<file path="src/rtl/reg_sync_pkg.sv">
// Shared defaults and channel map for the frame-synchronised register banks.
package reg_sync_pkg;

  localparam int unsigned CH_NUM_DEF  = 8;
  localparam int unsigned REG_WD_DEF  = 32;
  localparam int unsigned ADDR_WD_DEF = 3;
  localparam int unsigned CNT_WD_DEF  = 16;

  localparam int unsigned CH_PIXEL_FORMAT = 0;
  localparam int unsigned CH_TEST_IMAGE   = 1;
  localparam int unsigned CH_PULSE_FILTER = 2;
  localparam int unsigned CH_ROI_WIDTH    = 3;
  localparam int unsigned CH_ENCRYPT      = 4;

endpackage

</file>
<file path="src/rtl/frame_edge_det.sv">
// Frame boundary detector: flags the falling edge of frame valid, combinationally on the input.
module frame_edge_det (
  input  logic clk,
  input  logic reset_n,
  input  logic i_fval,
  output logic o_fe_c
);

  logic fval_d;

  // Resetting to 0 means reset release can never look like a falling edge.
  always_ff @(posedge clk or negedge reset_n) begin
    if (!reset_n) fval_d <= 1'b0;
    else          fval_d <= i_fval;
  end

  assign o_fe_c = fval_d & ~i_fval;

endmodule

</file>
<file path="src/rtl/reg_frame_sync_bank.sv">
// Shadow/active register bank; pending shadows commit at frame end or on force, per-channel bypass.
module reg_frame_sync_bank
  import reg_sync_pkg::*;
#(
  parameter int unsigned CH_NUM  = CH_NUM_DEF,
  parameter int unsigned REG_WD  = REG_WD_DEF,
  parameter int unsigned ADDR_WD = ADDR_WD_DEF,
  parameter int unsigned CNT_WD  = CNT_WD_DEF
) (
  input  logic                     clk,
  input  logic                     reset_n,
  input  logic                     i_wr_en,
  input  logic [ADDR_WD-1:0]       iv_wr_addr,
  input  logic [REG_WD-1:0]        iv_wr_data,
  input  logic [CH_NUM-1:0]        iv_imm_mask,
  input  logic                     i_fval,
  input  logic                     i_update_hold,
  input  logic                     i_force_update,
  output logic [CH_NUM*REG_WD-1:0] ov_reg_active,
  output logic [CH_NUM-1:0]        ov_pending,
  output logic                     o_update_pulse,
  output logic                     o_wr_err,
  output logic [CNT_WD-1:0]        ov_update_cnt
);

  logic fe_c;
  logic addr_ok_c;
  logic wr_ok_c;
  logic commit_c;

  frame_edge_det u_frame_edge_det (
    .clk     (clk),
    .reset_n (reset_n),
    .i_fval  (i_fval),
    .o_fe_c  (fe_c)
  );

  assign addr_ok_c = (32'(iv_wr_addr) < CH_NUM);
  assign wr_ok_c   = i_wr_en & addr_ok_c;
  // Force wins over hold; an edge seen during hold is simply dropped.
  assign commit_c  = (fe_c & ~i_update_hold) | i_force_update;

  logic [REG_WD-1:0] shadow_q [CH_NUM];
  logic [REG_WD-1:0] active_q [CH_NUM];
  logic              pend_q   [CH_NUM];

  for (genvar n = 0; n < CH_NUM; n++) begin : g_ch
    logic sel_c;
    assign sel_c = wr_ok_c & (iv_wr_addr == ADDR_WD'(n));

    // A write coinciding with a commit goes straight to active so it is not lost.
    always_ff @(posedge clk or negedge reset_n) begin
      if (!reset_n) begin
        shadow_q[n] <= '0;
        active_q[n] <= '0;
        pend_q[n]   <= 1'b0;
      end else if (sel_c && iv_imm_mask[n]) begin
        shadow_q[n] <= iv_wr_data;
        active_q[n] <= iv_wr_data;
        pend_q[n]   <= 1'b0;
      end else if (sel_c) begin
        shadow_q[n] <= iv_wr_data;
        if (commit_c) begin
          active_q[n] <= iv_wr_data;
          pend_q[n]   <= 1'b0;
        end else begin
          pend_q[n]   <= 1'b1;
        end
      end else if (commit_c && pend_q[n]) begin
        active_q[n] <= shadow_q[n];
        pend_q[n]   <= 1'b0;
      end
    end

    assign ov_reg_active[n*REG_WD +: REG_WD] = active_q[n];
    assign ov_pending[n]                     = pend_q[n];
  end

  // Commit pulse, error pulse and wrapping commit counter.
  always_ff @(posedge clk or negedge reset_n) begin
    if (!reset_n) begin
      o_update_pulse <= 1'b0;
      o_wr_err       <= 1'b0;
      ov_update_cnt  <= '0;
    end else begin
      o_update_pulse <= commit_c;
      o_wr_err       <= i_wr_en & ~addr_ok_c;
      if (commit_c) ov_update_cnt <= ov_update_cnt + CNT_WD'(1);
    end
  end

endmodule
</file>
<file path="config.mk">
export PLATFORM = sky130hd
export DESIGN_NAME = reg_frame_sync_bank
export DESIGN_NICKNAME = d
export VERILOG_FILES = /design/src/rtl/reg_sync_pkg.sv /design/src/rtl/frame_edge_det.sv /design/src/rtl/reg_frame_sync_bank.sv
export SDC_FILE = /design/constraint.sdc
export NUM_CORES = 1
export LEC_CHECK = 0
export ABC_AREA = 0
export CAP_MARGIN = 20
export CORE_MARGIN = 2
export CORE_UTILIZATION = 25
export DETAILED_ROUTE_END_ITERATION = 10
export MAX_ROUTING_LAYER = met4
export PLACE_DENSITY = 0.48
export SLEW_MARGIN = 25
export SYNTH_ARGS = -nofsm -noshare
export SYNTH_HDL_FRONTEND = slang
export SYNTH_HIERARCHICAL = 1
export SYNTH_SLANG_ARGS = --single-unit
</file>
<file path="constraint.sdc">
create_clock -name clk -period 2.05 [get_ports clk]
set_input_delay 0.615 -clock clk [delete_from_list [all_inputs] [get_ports clk]]
set_output_delay 0.615 -clock clk [all_outputs]
set_load 0.01 [all_outputs]
</file>
# Word-level counts from Yosys, hierarchy flattened
# Index checks and enable logic that the tools add are counted.
# totals
output_inout_bits,282
reg_bits,538
in_bits,49
# classes
n_mux,66
n_addsub,1
bitwise_logic,13
eq_ne,15
reduce_logical,41
# op_table
operator,count
32-bit two-way mux,41
1-bit two-way mux,25
"3-bit by 2-bit != test with 1-bit output, second input constant",8
3-bit nonzero test,8
"16-bit by 1-bit adder with 16-bit output, second input constant",1
1-bit logical AND,16
2-bit AND reduction,8
2-bit nonzero test,8
"3-bit == test, second input constant",4
1-bit bitwise AND,10
"3-bit by 2-bit == test with 1-bit output, second input constant",2
"3-bit by 1-bit == test with 1-bit output, second input constant",1
3-bit zero test,1
1-bit NOT,2
1-bit OR,1

# Depth between registers and ports, before layout
# depth
ltp_word,8
mapped_depth,8

# By module
# The synthesis kept the hierarchy.
# by_module_without_submodules
module,cells_per_inst,seq_area_each_um2,area_each_um2,instances
reg_frame_sync_bank,1695,13437.9,22135.0,1
frame_edge_det,2,25.0,38.8,1

# Least setup slack after synthesis
# No wires, ideal clock.
# synth_timing
path_kind,input -> register
from,input port iv_wr_addr[1]
to,register shadow_q[238] in the netlist's numbering
path_slack_ns,0.079
setup_ns,0.125
n_path_buf,3
cell_stages,5
required_time_ns,1.925
arrival_time_ns,1.846
cell_sequence,or4b_1 buf_6 buf_8 buf_8 mux2_4
# synth_via
elab_chain_len,4
# synth_lines
item,line_no,text
"start, declared",reg_frame_sync_bank.sv:13,"input logic [ADDR_WD-1:0] iv_wr_addr,"
3-bit zero test *,reg_frame_sync_bank.sv:49,assign sel_c = wr_ok_c & (iv_wr_addr == ADDR_WD'(n));
1-bit bitwise AND *,reg_frame_sync_bank.sv:49,
1-bit logical AND,reg_frame_sync_bank.sv:57,end else if (sel_c && iv_imm_mask[n]) begin
32-bit two-way mux / 2-bit nonzero test (equally long branches),n/a,
"end signal, assigned by index",reg_frame_sync_bank.sv:58,shadow_q[n] <= iv_wr_data;
"end signal, assigned by index",reg_frame_sync_bank.sv:62,shadow_q[n] <= iv_wr_data;
"end, declared",reg_frame_sync_bank.sv:43,logic [REG_WD-1:0] shadow_q [CH_NUM];
# Mark *: on every way between the ends. The rest lies on a longest branch, timed or not.
# A chain may end at the register's enable or synchronous reset.

# Final worst setup path
# layout_timing
from,input port i_wr_en
to,register shadow_q[74] in the netlist's numbering
# layout_via
elab_chain_len,3
# layout_lines
item,line_no,text
"start, declared",reg_frame_sync_bank.sv:12,"input logic i_wr_en,"
1-bit bitwise AND *,reg_frame_sync_bank.sv:49,
1-bit logical AND,reg_frame_sync_bank.sv:57,
32-bit two-way mux / 2-bit nonzero test (equally long branches),n/a,
# Marks and branches as above.

==> run summary <==
The nature of the critical path endpoint is a flop. On the worst path, the slowest cell contributes a delay of 0.46 ns. The total nets after synthesis was 1,747; the ratio of total power to cell area was 1120 nW/um2. The tightest slew margin relative to the limit is 0.558, and the area inside the core boundary is 88,100 um2. The transition time of the tightest slew-check pin came out at 0.663 ns. For the worst-case setup slack after placement, the log shows -0.711 ns. By startpoint and endpoint, the worst setup path is classified as in2reg. The clock root buffer master is sky130_fd_sc_hd__clkbuf_16. On the final layout, the worst hold slack is 0.196 ns. The logs give 0 for the max-capacitance violation count and 42 for the distinct cell type count of the synthesized netlist. The cell area that synthesis handed to floorplanning was 22,200 um2. TritonCTS built the clock tree. Yosys attributes the largest share of cell area to sky130_fd_sc_hd__dfrtp_1, sky130_fd_sc_hd__mux2_2, sky130_fd_sc_hd__a2bb2oi_1. Along the worst path, the maximum fanout reaches 43. In this run the core area contains 109 standard-cell rows. The sequential cell area fraction in the yosys report is 0.607, and the remaining number of nets flagged by the antenna check after routing is 0.

For the number of synthesis warnings, the log shows 6. Power comes to 33.8 mW. Setup violations remaining at the end of the flow were counted as 0.

The core utilization of the finished layout was 0.342. Routability-driven placement finished with a final weighted congestion of 0.770. The cell count after synthesis came out at 1,697.

The arrival time at the worst endpoint is 2.51 ns, and the area growth from synthesis to final layout is 35.7%. The detailed placer's ending HPWL is 53,200 um. The placed instance count came out at 3,123. The cell family contributing the most delay on the critical path is buffers and inverters. The capture point of the critical path was shadow_q[74].

The worst register-to-register path begins at u_frame_edge_det/fval_d. The number of hold violations in the final report came out at 0. The critical path depth works out to 5. At the worst endpoint, the required time is 2.53 ns. Counting along the longest clock path gives a buffer depth of 3. The final instance count without filler cells was 3,265. The global-route wire length before repair was 114,000 um; the number of sinks on the clock net was 538.

Across all register-to-register paths, the minimum setup slack is 0.07 ns. The tools report the total detailed-routing wirelength as 77,800 um. Once layout is done, the placed cells without fillers occupy 30,100 um2.

Traced cell by cell, the critical path runs through clkdlybuf4s50_1, nand4b_1, buf_4, buf_6, mux2_2. Flop and latch count out of synthesis: 538. The share of final-layout standard cells stronger than drive strength 1 works out to 0.274. The top-level port count came out at 331.

The commonest cells after synthesis are sky130_fd_sc_hd__dfrtp_1, sky130_fd_sc_hd__o22ai_1, sky130_fd_sc_hd__a2bb2oi_1. The slowest stage of the critical path belongs to the cell sky130_fd_sc_hd__clkdlybuf4s50_1. The worst hold path belongs to the class in2reg.

The run gives 0.557 mV as the maximum VDD drop. Total routing usage reported by global routing: 0.173. Post-route clock period utilization: 0.988.

Initial antenna violation count: 4. The violation count after the first detailed-route iteration is 906. Derived from the worst setup path, the maximum achievable clock frequency is 494 MHz. The endpoint identified for the worst register-to-register timing path is ov_reg_active[70]. The most common flop cell mapped by yosys is sky130_fd_sc_hd__dfrtp_1.

The count of port buffers added during placement was 329. The run finished with clean final reports. The die area was 91,100 um2. In the routed design, unresolved DRC markers number 0.

Setup repair after global routing could not meet its margin everywhere. For the final routed database, the setup TNS stands at 0 ns. In the final routed layout, each cell accounts on average for 23.8 um. After detailed routing, the number of vias per cell comes to 4.93. The most common cell in the synthesized netlist is sky130_fd_sc_hd__dfrtp_1. The worst setup path is launched from a primary input. The floorplan step set the die height to 302 um.

Clock-pin slew was measured on the worst setup and hold paths at 0.07 ns. The clock period could shrink to 2.03 ns. For this design the static power due to leakage is 13.0 nW. The total overflow left after global routing is 0. In this run, synthesis inferred 0 flip-flops with an integrated enable. The share of Yosys cell area claimed by the top area cell type was 0.607.

For the worst setup slack after layout, the log shows 0.0246 ns. The total via count in the routed design was 16,100; the chip width was 302 um. The starting density of the core is 0.252.

Clock latency on the worst-skew pair, taken at its later pin, is 0.61 ns. The largest area contributor in the synthesized netlist is sky130_fd_sc_hd__dfrtp_1. Counting the fill cells in the layout gives 8,816. Measured in cells, the most critical reg-to-reg path has a length of 9. The logs give 61 for the number of buffers added by the clock tree synthesis step and 2 for the H-tree depth.

The placed cell area came out at 28,100 um2. The share of synthesized registers carrying an async set or reset is 1.00. The run gives 2,098 as the layout net count.

The post-synthesis average cell area is 13.1 um2, and the setup clock skew after layout is 0.0196 ns. Launching element of the worst setup path: i_wr_en. The run gives 5 as the number of search-and-repair iterations in the first detailed-routing pass. Via count of the first global-routing pass: 16,500.

The tools report the total count of max-transition violations in the final report as 0. Counting both buffers and inverters, the worst setup path holds a total of 3. Entering global routing, the biggest net connects 82 pins.
## repair_timing
item / 4_1_cts / 5_1_grt
cloned: 0 / 1
endpoints found under the hold margin: 9 / 0
endpoints found under the setup margin: 306 / 115
gates resized for setup: 293 / 4
buffers inserted: 20 / 5
pin swaps: 0 / 2
hold buffers: 1 / 0
## power breakdown
group | internal [mW] | switching, mW
sequential | 13.2 | 1.88
combinational | 4.05 | 3.18
clock | 6.96 | 4.53
## metal layers
layer	GRT usage	part of all wire
met1	0.231	0.45
met2	0.276	0.48
met3	0.0287	0.049
met4	0.0394	0.021
met5	-	0
## registers in the layout, indices dropped and copies added (netlist names)
signal                   cells
shadow_q                   256
u_frame_edge_det/fval_d      1
ov_pending                   8
ov_reg_active              256
o_update_pulse               1
ov_update_cnt               16
## cell type report
class / instances / area [um2] / share of cell area
diodes: 3 / 7.51 / 0.000249
clock inverters: 28 / 362 / 0.0120
flip-flops and latches: 538 / 13500 / 0.448
repair buffers: 503 / 5150 / 0.171
multi-input cells: 941 / 7890 / 0.262
inverters: 3 / 11.3 / 0.000374
clock buffers: 84 / 1750 / 0.0582
well taps: 1165 / 1460 / 0.0484
## logic make-up after synthesis
family | share of synthesized area
XOR/XNOR | 0.00592
AND/OR/NAND/NOR | 0.0321
other | 0.000169
AO/OA/AOI/OAI | 0.194
multiplexers | 0.115
adder cells (fa/ha/maj) | 0.000564
buffers and inverters | 0.0446
flip-flops | 0.607
## cell usage in the layout, fill, tap and decap left out, types with 30 or more instances in the layout
cell / instances
sky130_fd_sc_hd__mux2_2: 218
sky130_fd_sc_hd__clkdlybuf4s50_1: 46
sky130_fd_sc_hd__clkbuf_16: 62
sky130_fd_sc_hd__a2bb2oi_1: 226
sky130_fd_sc_hd__dfrtp_1: 534
sky130_fd_sc_hd__a2bb2oi_2: 30
sky130_fd_sc_hd__o22ai_1: 253
sky130_fd_sc_hd__buf_4: 100
sky130_fd_sc_hd__nand2_1: 110
sky130_fd_sc_hd__buf_12: 68
sky130_fd_sc_hd__dlygate4sd2_1: 277
## worst min-delay path by stage
stage	endpoint	slack, ns	cells after the start	start
final	u_frame_edge_det/fval_d	0.20	1	i_fval
after global routing	u_frame_edge_det/fval_d	0.17	1	i_fval
after CTS	u_frame_edge_det/fval_d	0.47	1	i_fval
after detailed placement	shadow_q[1]	0.46	2	shadow_q[1]
after global placement	shadow_q[23]	0.46	2	shadow_q[23]
after floorplan	o_update_pulse	0.32	0	reset_n
## worst register-to-register path, cell delays in order (launching register included)
cell and delay (ns):
sky130_fd_sc_hd__dfrtp_1 0.36, sky130_fd_sc_hd__nor2b_4 0.11, sky130_fd_sc_hd__nor2b_2 0.16, sky130_fd_sc_hd__buf_12 0.16, sky130_fd_sc_hd__buf_4 0.19, sky130_fd_sc_hd__o21ai_0 0.26, sky130_fd_sc_hd__a21boi_4 0.10, sky130_fd_sc_hd__buf_12 0.15
sky130_fd_sc_hd__clkbuf_16 0.18, sky130_fd_sc_hd__a2bb2oi_1 0.14
Power figures use the tool's default switching activity.
